## src/rtl/forwarding_scoreboard.sv

```systemverilog
// Tracks destinations of in-flight instructions (EX..WB), raises a same-cycle load-use stall and registers EX forward selects.
// Optional FWD_PERF_EN adds saturating stall/forward performance counters; stall_ext freezes all state.
module forwarding_scoreboard #(
    parameter int REG_AW = 5,
    parameter int DEPTH  = 3,
    parameter int SEL_W  = 3
) (
    input  logic              clk,
    input  logic              rst,
    input  logic              id_valid,
    input  logic [REG_AW-1:0] id_rs1,
    input  logic [REG_AW-1:0] id_rs2,
    input  logic              id_rs1_used,
    input  logic              id_rs2_used,
    input  logic [REG_AW-1:0] id_rd,
    input  logic              id_reg_write,
    input  logic              id_mem_read,
    input  logic              stall_ext,
    input  logic              flush,
    output logic              stall,
    output logic [SEL_W-1:0]  fwd_a_ex,
    output logic [SEL_W-1:0]  fwd_b_ex,
    output logic [31:0]       stall_cnt,
    output logic [31:0]       fwd_cnt
);

    typedef struct packed {
        logic              vld;
        logic [REG_AW-1:0] rd;
        logic              wr;
        logic              mr;
    } ent_t;

    ent_t             r_ent [DEPTH];
    logic [SEL_W-1:0] r_fwd_a;
    logic [SEL_W-1:0] r_fwd_b;
    logic [SEL_W-1:0] w_sel_a;
    logic [SEL_W-1:0] w_sel_b;
    logic             w_m0_a;
    logic             w_m0_b;
    logic             w_stall;
    logic             w_adv;

    // x0 is never a real producer, so it can never match.
    function automatic logic f_match(ent_t e, logic [REG_AW-1:0] src, logic used, logic vld);
        return vld && used && e.vld && e.wr && (e.rd == src) && (src != '0);
    endfunction

    // The oldest entry is left out of the search: the register file write-through covers it.
    always_comb begin
        w_sel_a = '0;
        w_sel_b = '0;
        for (int j = DEPTH - 2; j >= 0; j--) begin
            if (f_match(r_ent[j], id_rs1, id_rs1_used, id_valid)) w_sel_a = SEL_W'(j + 1);
            if (f_match(r_ent[j], id_rs2, id_rs2_used, id_valid)) w_sel_b = SEL_W'(j + 1);
        end
    end

    assign w_m0_a  = f_match(r_ent[0], id_rs1, id_rs1_used, id_valid);
    assign w_m0_b  = f_match(r_ent[0], id_rs2, id_rs2_used, id_valid);
    assign w_stall = !flush && r_ent[0].mr && (w_m0_a || w_m0_b);
    assign w_adv   = !stall_ext && !flush && !w_stall;

    always_ff @(posedge clk or posedge rst) begin
        if (rst) begin
            for (int k = 0; k < DEPTH; k++) r_ent[k] <= '0;
            r_fwd_a <= '0;
            r_fwd_b <= '0;
        end else if (!stall_ext) begin
            for (int k = 1; k < DEPTH; k++) r_ent[k] <= r_ent[k-1];
            if (w_adv) begin
                r_ent[0] <= '{vld: id_valid, rd: id_rd, wr: id_reg_write, mr: id_mem_read};
                r_fwd_a  <= w_sel_a;
                r_fwd_b  <= w_sel_b;
            end else begin
                r_ent[0] <= '0;
                r_fwd_a  <= '0;
                r_fwd_b  <= '0;
            end
        end
    end

    assign stall    = w_stall;
    assign fwd_a_ex = r_fwd_a;
    assign fwd_b_ex = r_fwd_b;

`ifdef FWD_PERF_EN
    logic [31:0] r_stall_cnt;
    logic [31:0] r_fwd_cnt;

    always_ff @(posedge clk or posedge rst) begin
        if (rst) begin
            r_stall_cnt <= '0;
            r_fwd_cnt   <= '0;
        end else begin
            if (w_stall && !stall_ext && (r_stall_cnt != '1)) r_stall_cnt <= r_stall_cnt + 32'd1;
            if (w_adv && ((w_sel_a != '0) || (w_sel_b != '0)) && (r_fwd_cnt != '1))
                r_fwd_cnt <= r_fwd_cnt + 32'd1;
        end
    end

    assign stall_cnt = r_stall_cnt;
    assign fwd_cnt   = r_fwd_cnt;
`else
    assign stall_cnt = '0;
    assign fwd_cnt   = '0;
`endif

endmodule

```

## config.mk

```make
export PLATFORM = sky130hd
export DESIGN_NAME = forwarding_scoreboard
export DESIGN_NICKNAME = d
export VERILOG_FILES = /design/src/rtl/forwarding_scoreboard.sv
export SDC_FILE = /design/constraint.sdc
export NUM_CORES = 1
export LEC_CHECK = 0
export ABC_AREA = 1
export CELL_PAD_IN_SITES_DETAIL_PLACEMENT = 2
export CELL_PAD_IN_SITES_GLOBAL_PLACEMENT = 2
export CORE_AREA = 2 2 98 100
export CTS_BUF_LIST = sky130_fd_sc_hd__clkbuf_4
export DETAILED_ROUTE_END_ITERATION = 7
export DIE_AREA = 0 0 100 102
export PLACE_DENSITY_LB_ADDON = 0.15
export SLEW_MARGIN = 20
export SYNTH_ARGS = -nofsm -noshare
export SYNTH_HDL_FRONTEND = slang
export SYNTH_SLANG_ARGS = --single-unit
```

## constraint.sdc

```tcl
create_clock -name clk -period 1.6 [get_ports clk]
set_input_delay 0.32 -clock clk [delete_from_list [all_inputs] [get_ports clk]]
set_output_delay 0.32 -clock clk [all_outputs]
set_load 0.01 [all_outputs]
```

==> summary.md, run 1 <==
| Metric | Value |
|---|---|
| Outcome | finished with violations |
| Failing checks | negative setup slack |
| Routed WL | around 5500 um |
| Synth Area in Compound Gates | roughly 1.7% |
| Leakage power | between 1 and 1.5 nW |
| Crit share post-route | 117% |
| # setup viols final | 1 |
| Worst Max-Slew Pin Slew | 676 ps |
| Global-route wire length before repair | ~8400 um |
| Crit-path slowest cell | dfrtp_2 |
| Clock Sinks | 19 |
| Post-synthesis register bit count | 19 |
| Arr. time, crit path | approximately 1600 ps |
| Number of hold buffers added after cts | 0 |
| Most frequent cells in the layout | nand2_1, conb_1, buf_4 |
| Crit start category | flip-flop |
| Pins Over Slew Limit | 0 |
| Synth Warn # | 0 |
| Bufs and invs on worst path | 4 |
| Std-Cell Rows | 35 |
| Main combinational cell family by area after synthesis | buffers and inverters |
| CTS tree | built |
| Die width | about 100 um |
| # nets final | between 300 and 400 |
| Delay-heaviest family, CP | flip-flops |
| Post-synthesis adder-cell area fraction | 0% |
| Vias in the first global route | around 1700 |
| Pin count of the biggest net entering global routing | 25 |
| Top cell type's share of synthesized area | between 20% and 30% |
| Hold Violations, Final | 0 |
| RSZ-0062 raised after global routing | yes |
| Grt ovf | 0 |
| Crit path cell chain | buf_6, buf_6, nand2_4, nand2_2, nand2_2, nor2_2, nand2_1, nand2_2, nand2_4, inv_2, buf_6 |
| Port Buffers | 28 |
| Pre-antenna DRT Iters | 2 |
| XOR/XNOR share of the synthesized area | about 5.4% |
| Post-Syn Instances | about 270 |
| Via count | approximately 1600 |
| Vias per cell | ~3.7 |
| Die area | a little over 10000 um^2 |
| Placer Congestion | roughly 0.76 |
| Register-to-Register Setup Slack | about 10 ps |
| Placed cell areas | ~2100 um^2 |
| MaxCap Viol Count | 0 |
| Synth area leader | buf_4 |
| Data required, critical path | between 1000 and 1500 ps |
| Final worst slack | -266 ps |
| Pwr dens | between 500 and 600 nW/um^2 |
| Most common cell after layout, fill and taps aside | nand2_1 |
| Iteration-0 DRC count of the detailed router | 30 |
| CP Class | reg2out |
| TNS Setup | -266 ps |
| Wire per inst | between 10 and 15 um |
| Antenna violations before repair | 0 |
| ANT nets after route | 0 |
| Final HPWL DP | between 4000 and 5000 um |
| H-tree Lvls | 1 |
| Largest stage delay on the critical path | 450 ps |
| Starting Density | between 10% and 20% |
| Synth Area in Simple Gates | between 30% and 40% |
| Fill cell total of the finished layout | around 1100 |
| Synthesis-to-layout area growth | 35.1% |
| Avg Inst Size Synth | 6.66 um^2 |
| Die Span Y | just over 100 um |
| Fin area | between 2000 and 2500 um^2 |
| Crit path depth | 11 |
| Core Area | 9110 um^2 |
| Synth cell types | 18 |
| Worst hold path type | in2async |
| Mux contribution to synthesized area | 1.27% |
| Peak VDD IR | 0.000181 V |
| Clock slew at reported path FFs | around 130 ps |
| Setup Skew | roughly 5.9 ps |
| Ports | 95 |
| Worst R2R Path Depth | 13 |
| CP Max Fanout | 3 |
| Clock period minus worst slack | between 1500 and 2000 ps |
| Gr usage total | 10.6% |
| Worst skew pair latency | approximately 310 ps |
| Ant diodes | 0 |
| # DRC | 0 |
| Endpoint class of the critical path | primary output |
| Fraction of layout cells with a size suffix above 1 | approximately 27% |
| Post-synthesis sequential area ratio | about 27% |
| Fmax | roughly 540 MHz |
| Root Buffer | clkbuf_4 |
| Max-slew headroom | a little over half |
| TritonCTS buffer count | 3 |
| Post-synth design cell area | around 1800 um^2 |
| Synth top area cells | buf_4, dfrtp_1, nand2_1, nor2_1, nand3_1 |
| Longest Clk Path Bufs | 2 |
-- worst min-delay path, stage by stage --
cell and delay, ps:
clkdlybuf4s50_1 400, inv_1 50, buf_4 280
-- cell usage after synthesis, drive strengths merged --
cell type / instances
nand2: 87
buf: 68
nor2: 27
inv: 22
dfrtp: 19
nand3: 18
xnor2: 9
o21ai: 5
clkbuf: 3
mux2: 2
nand4: 2
xor2: 2
a21oi: 1
conb: 1
-- power breakdown --
group / internal [mW] / switching, mW
Sequential: 0.515 / 0.0389
Clock: 0.114 / 0.171
Combinational: 0.190 / 0.260
Total: 0.819 / 0.470
-- flip-flops by register name, indices dropped and copies added, names as in the netlist --
register / cells
fwd_a_ex: 2
fwd_b_ex: 2
r_ent: 15
-- through the flow --
step	utilization, %	setup WS, ps	cells	hold slack (ps)	power, mW
after floorplan	-	150	331	271	0.891
after global placement	23.6	-790	431	468	0.971
after detailed placement	23.6	-819	431	476	0.978
after CTS	24.5	-317	439	340	1.30
after global routing	26.3	-401	442	345	1.39
final	26.3	-266	442	336	1.29
-- cell families (layout without fill, tap and decap cells) --
family                 count (synthesis)  count (layout)
buffers and inverters                 93              93
XOR/XNOR                              11              11
AO/OA/AOI/OAI                          6               6
AND/OR/NAND/NOR                      134             134
flip-flops                            19              19
other                                  1              66
multiplexers                           2               2
-- per-layer routing --
layer / routed length (um) / global-route usage (%)
met4: 25 / 1.58
met5: 0 / 0
met3: 258 / 1.71
met1: 2370 / 13.7
met2: 2840 / 19.1
-- final timing paths --
kind	start	to
worst min-delay path	rst	r_ent[16]
worst min register to register	r_ent[16]	r_ent[16]
min in group clk	r_ent[16]	r_ent[16]
max in group asynchronous	rst	r_ent[21]
worst max-delay path	r_ent[21]	stall
worst max register to register	r_ent[21]	r_ent[17]
-- layout make-up --
type	instances	area (um^2)	share of cell area, %
flip-flops and latches	19	480	20.1
multi-input cells	219	1050	43.9
clock buffers	4	30.0	1.25
well taps	111	139	5.80
repair buffers	67	612	25.6
inverters	22	82.6	3.45
-- repair_timing --
action / CTS / global route
setup endpoints to repair: 13 / 17
gates cloned: 0 / 1
gates resized for setup: 36 / 33
buffers inserted: 4 / 3
pin swaps: 6 / 9
hold endpoints to repair: 0 / 0
(Power assumes the default switching activity.)
==> inputs of run 2 (changes only) <==
- CAP_MARGIN: unset -> 20
- SKIP_LAST_GASP: unset -> 1
==> run 2 against run 1 <==
The flow still finishes with violations (negative setup slack). Clock skew hardly changed. Core utilization is 0.47 points lower. Clock power about the same. First-iteration DRC count rose by 20%. Die area stayed put. Count of clock-buffer cells in the layout unchanged. Maximum frequency shrank 0.26%. Non-clock buffer count unchanged. Wire length is 0.42% higher. Flip-flop and latch count did not move. Highest routed layer unchanged.
==> summary.md, run 2 (synthesis gave the netlist of run 1 again) <==
| Metric | Value |
|---|---|
| H-tree Lvls | 1 |
| Endpoint class of the critical path | primary output |
| # nets final | around 360 |
| Longest Clk Path Bufs | 2 |
| Crit-path slowest cell | dfrtp_2 |
| Root Buffer | clkbuf_4 |
| CP Class | reg2out |
| Register-to-Register Setup Slack | 0 ps |
| Die width | around 100 um |
| Crit path cell chain | buf_6, buf_6, nand2_2, nand2_2, nand2_2, nor2_2, nand2_1, nand2_2, nand2_4, inv_2, buf_6 |
| Met1 Track Usage GR | roughly 14% |
| Antenna violations before repair | 0 |
| MaxCap Viol Count | 0 |
| Grt ovf | 0 |
| Port Buffers | 28 |
| Number of hold buffers added after cts | 0 |
| Placer Congestion | 0.764 |
| # setup viols final | 1 |
| RSZ-0062 raised after global routing | yes |
| Most frequent cells in the layout | nand2_1, conb_1, buf_4 |
| TritonCTS buffer count | 3 |
| Most common cell after layout, fill and taps aside | nand2_1 |
| Clock period minus worst slack | ~1900 ps |
| Post-Layout Cell Count | ~440 |
| Met3 usage | under 10% |
| Wire per inst | between 10 and 15 um |
| CP Max Fanout | 3 |
| Clock slew at reported path FFs | 130 ps |
| Global-route wire length before repair | between 8000 and 9000 um |
| Data required, critical path | ~1300 ps |
| Clock Sinks | 19 |
| Worst Max-Slew Pin Slew | 877 ps |
| Crit share post-route | 117% |
| Ant diodes | 0 |
| Largest stage delay on the critical path | 450 ps |
| Routed WL | between 5000 and 6000 um |
| Worst r2r src | r_ent[21] |
| Ports | between 90 and 100 |
| Worst skew pair latency | 310 ps |
| Core Area | approximately 9100 um^2 |
| Final hold slack | between 300 and 400 ps |
| Vias per cell | ~3.7 |
| Max-slew headroom | roughly 41% |
| Die Span Y | 102 um |
| Arr. time, crit path | around 1600 ps |
| Iteration-0 DRC count of the detailed router | 36 |
| Pwr dens | between 500 and 600 nW/um^2 |
| Vias in the first global route | approximately 1700 |
| Met2 Usage GRT | 19.1% |
| Leakage power | approximately 1.4 nW |
| Critical path launch point | r_ent[21] |
| Final HPWL DP | between 4000 and 5000 um |
| Delay-heaviest family, CP | flip-flops |
| # DRC | 0 |
| Peak VDD IR | roughly 0.00019 V |
| Fraction of layout cells with a size suffix above 1 | 24.5% |
| CTS tree | built |
| Pin count of the biggest net entering global routing | 25 |
| GRT busiest layer | met2 |
| Std-Cell Rows | 35 |
| Hold Violations, Final | 0 |
| Fmax | around 530 MHz |
| Pins Over Slew Limit | 0 |
| Crit start category | flip-flop |
| Fill cell total of the finished layout | 1122 |
| Failing checks | negative setup slack |
| Via count | 1645 |
| Synthesis-to-layout area growth | 32.7% |
| Gr usage total | a little over a tenth |
| Max reg flops | 15 |
| Area of the multi-input gates | 1010 um^2 |
| Die area | approximately 10000 um^2 |
| Setup Skew | around 6.2 ps |
| Starting Density | a little under 20% |
| ANT nets after route | 0 |
| Power, Total | between 1 and 1.5 mW |
| Final worst slack | -271 ps |
| Bufs and invs on worst path | 4 |
| Register area | a little under 500 um^2 |
| Pre-antenna DRT Iters | 4 |
| Worst hold path type | in2async |
| CP most frequent cell | nand2_2 |
| Outcome | finished with violations |
| Placed Instances | 431 |
| Largest register by flop count | r_ent |
[run 2: worst register-to-register path, stage by stage, from the launching register on]
cell	delay (ps)
dfrtp_2	420
buf_6	110
buf_6	90
nand2_2	40
nand2_2	60
nand2_2	60
nor2_2	100
nand2_1	70
nand2_2	80
nand2_4	60
buf_4	140
buf_8	120
nand3_1	90
nand2_1	60
[run 2: power breakdown]
part           switching, mW  leakage (nW)  internal (mW)
Combinational          0.256          1.10          0.188
Sequential            0.0389         0.246          0.515
Clock                  0.174        0.0184          0.114
Total                  0.469          1.37          0.817
[run 2: what timing repair did]
item                                    4_1_cts  5_1_grt
buffers inserted                              4        3
gates cloned                                  0        1
pin swaps                                     6        9
gates resized for setup                      35       24
endpoints found under the setup margin       13       17
[run 2: final timing paths]
| kind | cells after the start | to |
|---|---|---|
| min in group clk | 2 | r_ent[16] |
| min | 3 | r_ent[16] |
| min reg2reg | 2 | r_ent[16] |
| max reg2reg | 13 | r_ent[22] |
| max in group asynchronous | 3 | r_ent[21] |
| max | 11 | stall |
[run 2: routing by layer]
metal	routed length (um)	part of all wire [%]	vias up
li1	-	-	802
met1	2410	44	792
met2	2820	51	49
met3	266	4.8	2
met4	19	0.34	0
met5	0	0	-
[run 2: final cells by class]
type,count,share of cell area (%)
multi-input combinational,219,42.8
sequential,19,20.4
clock buffer,4,1.28
timing repair buffer,67,26.0
inverter,22,3.51
tap,111,5.91
[run 2: per-stage QoR]
stage	setup TNS [ps]	util [%]	instance area (um^2)	setup WS [ps]
5_1_grt	-1760	25.8	2350	-401
2_1_floorplan	0	-	2020	150
3_3_place_gp	-5060	23.6	2150	-790
4_1_cts	-368	24.5	2230	-317
3_5_place_dp	-5400	23.6	2150	-819
6_report	-271	25.8	2350	-271
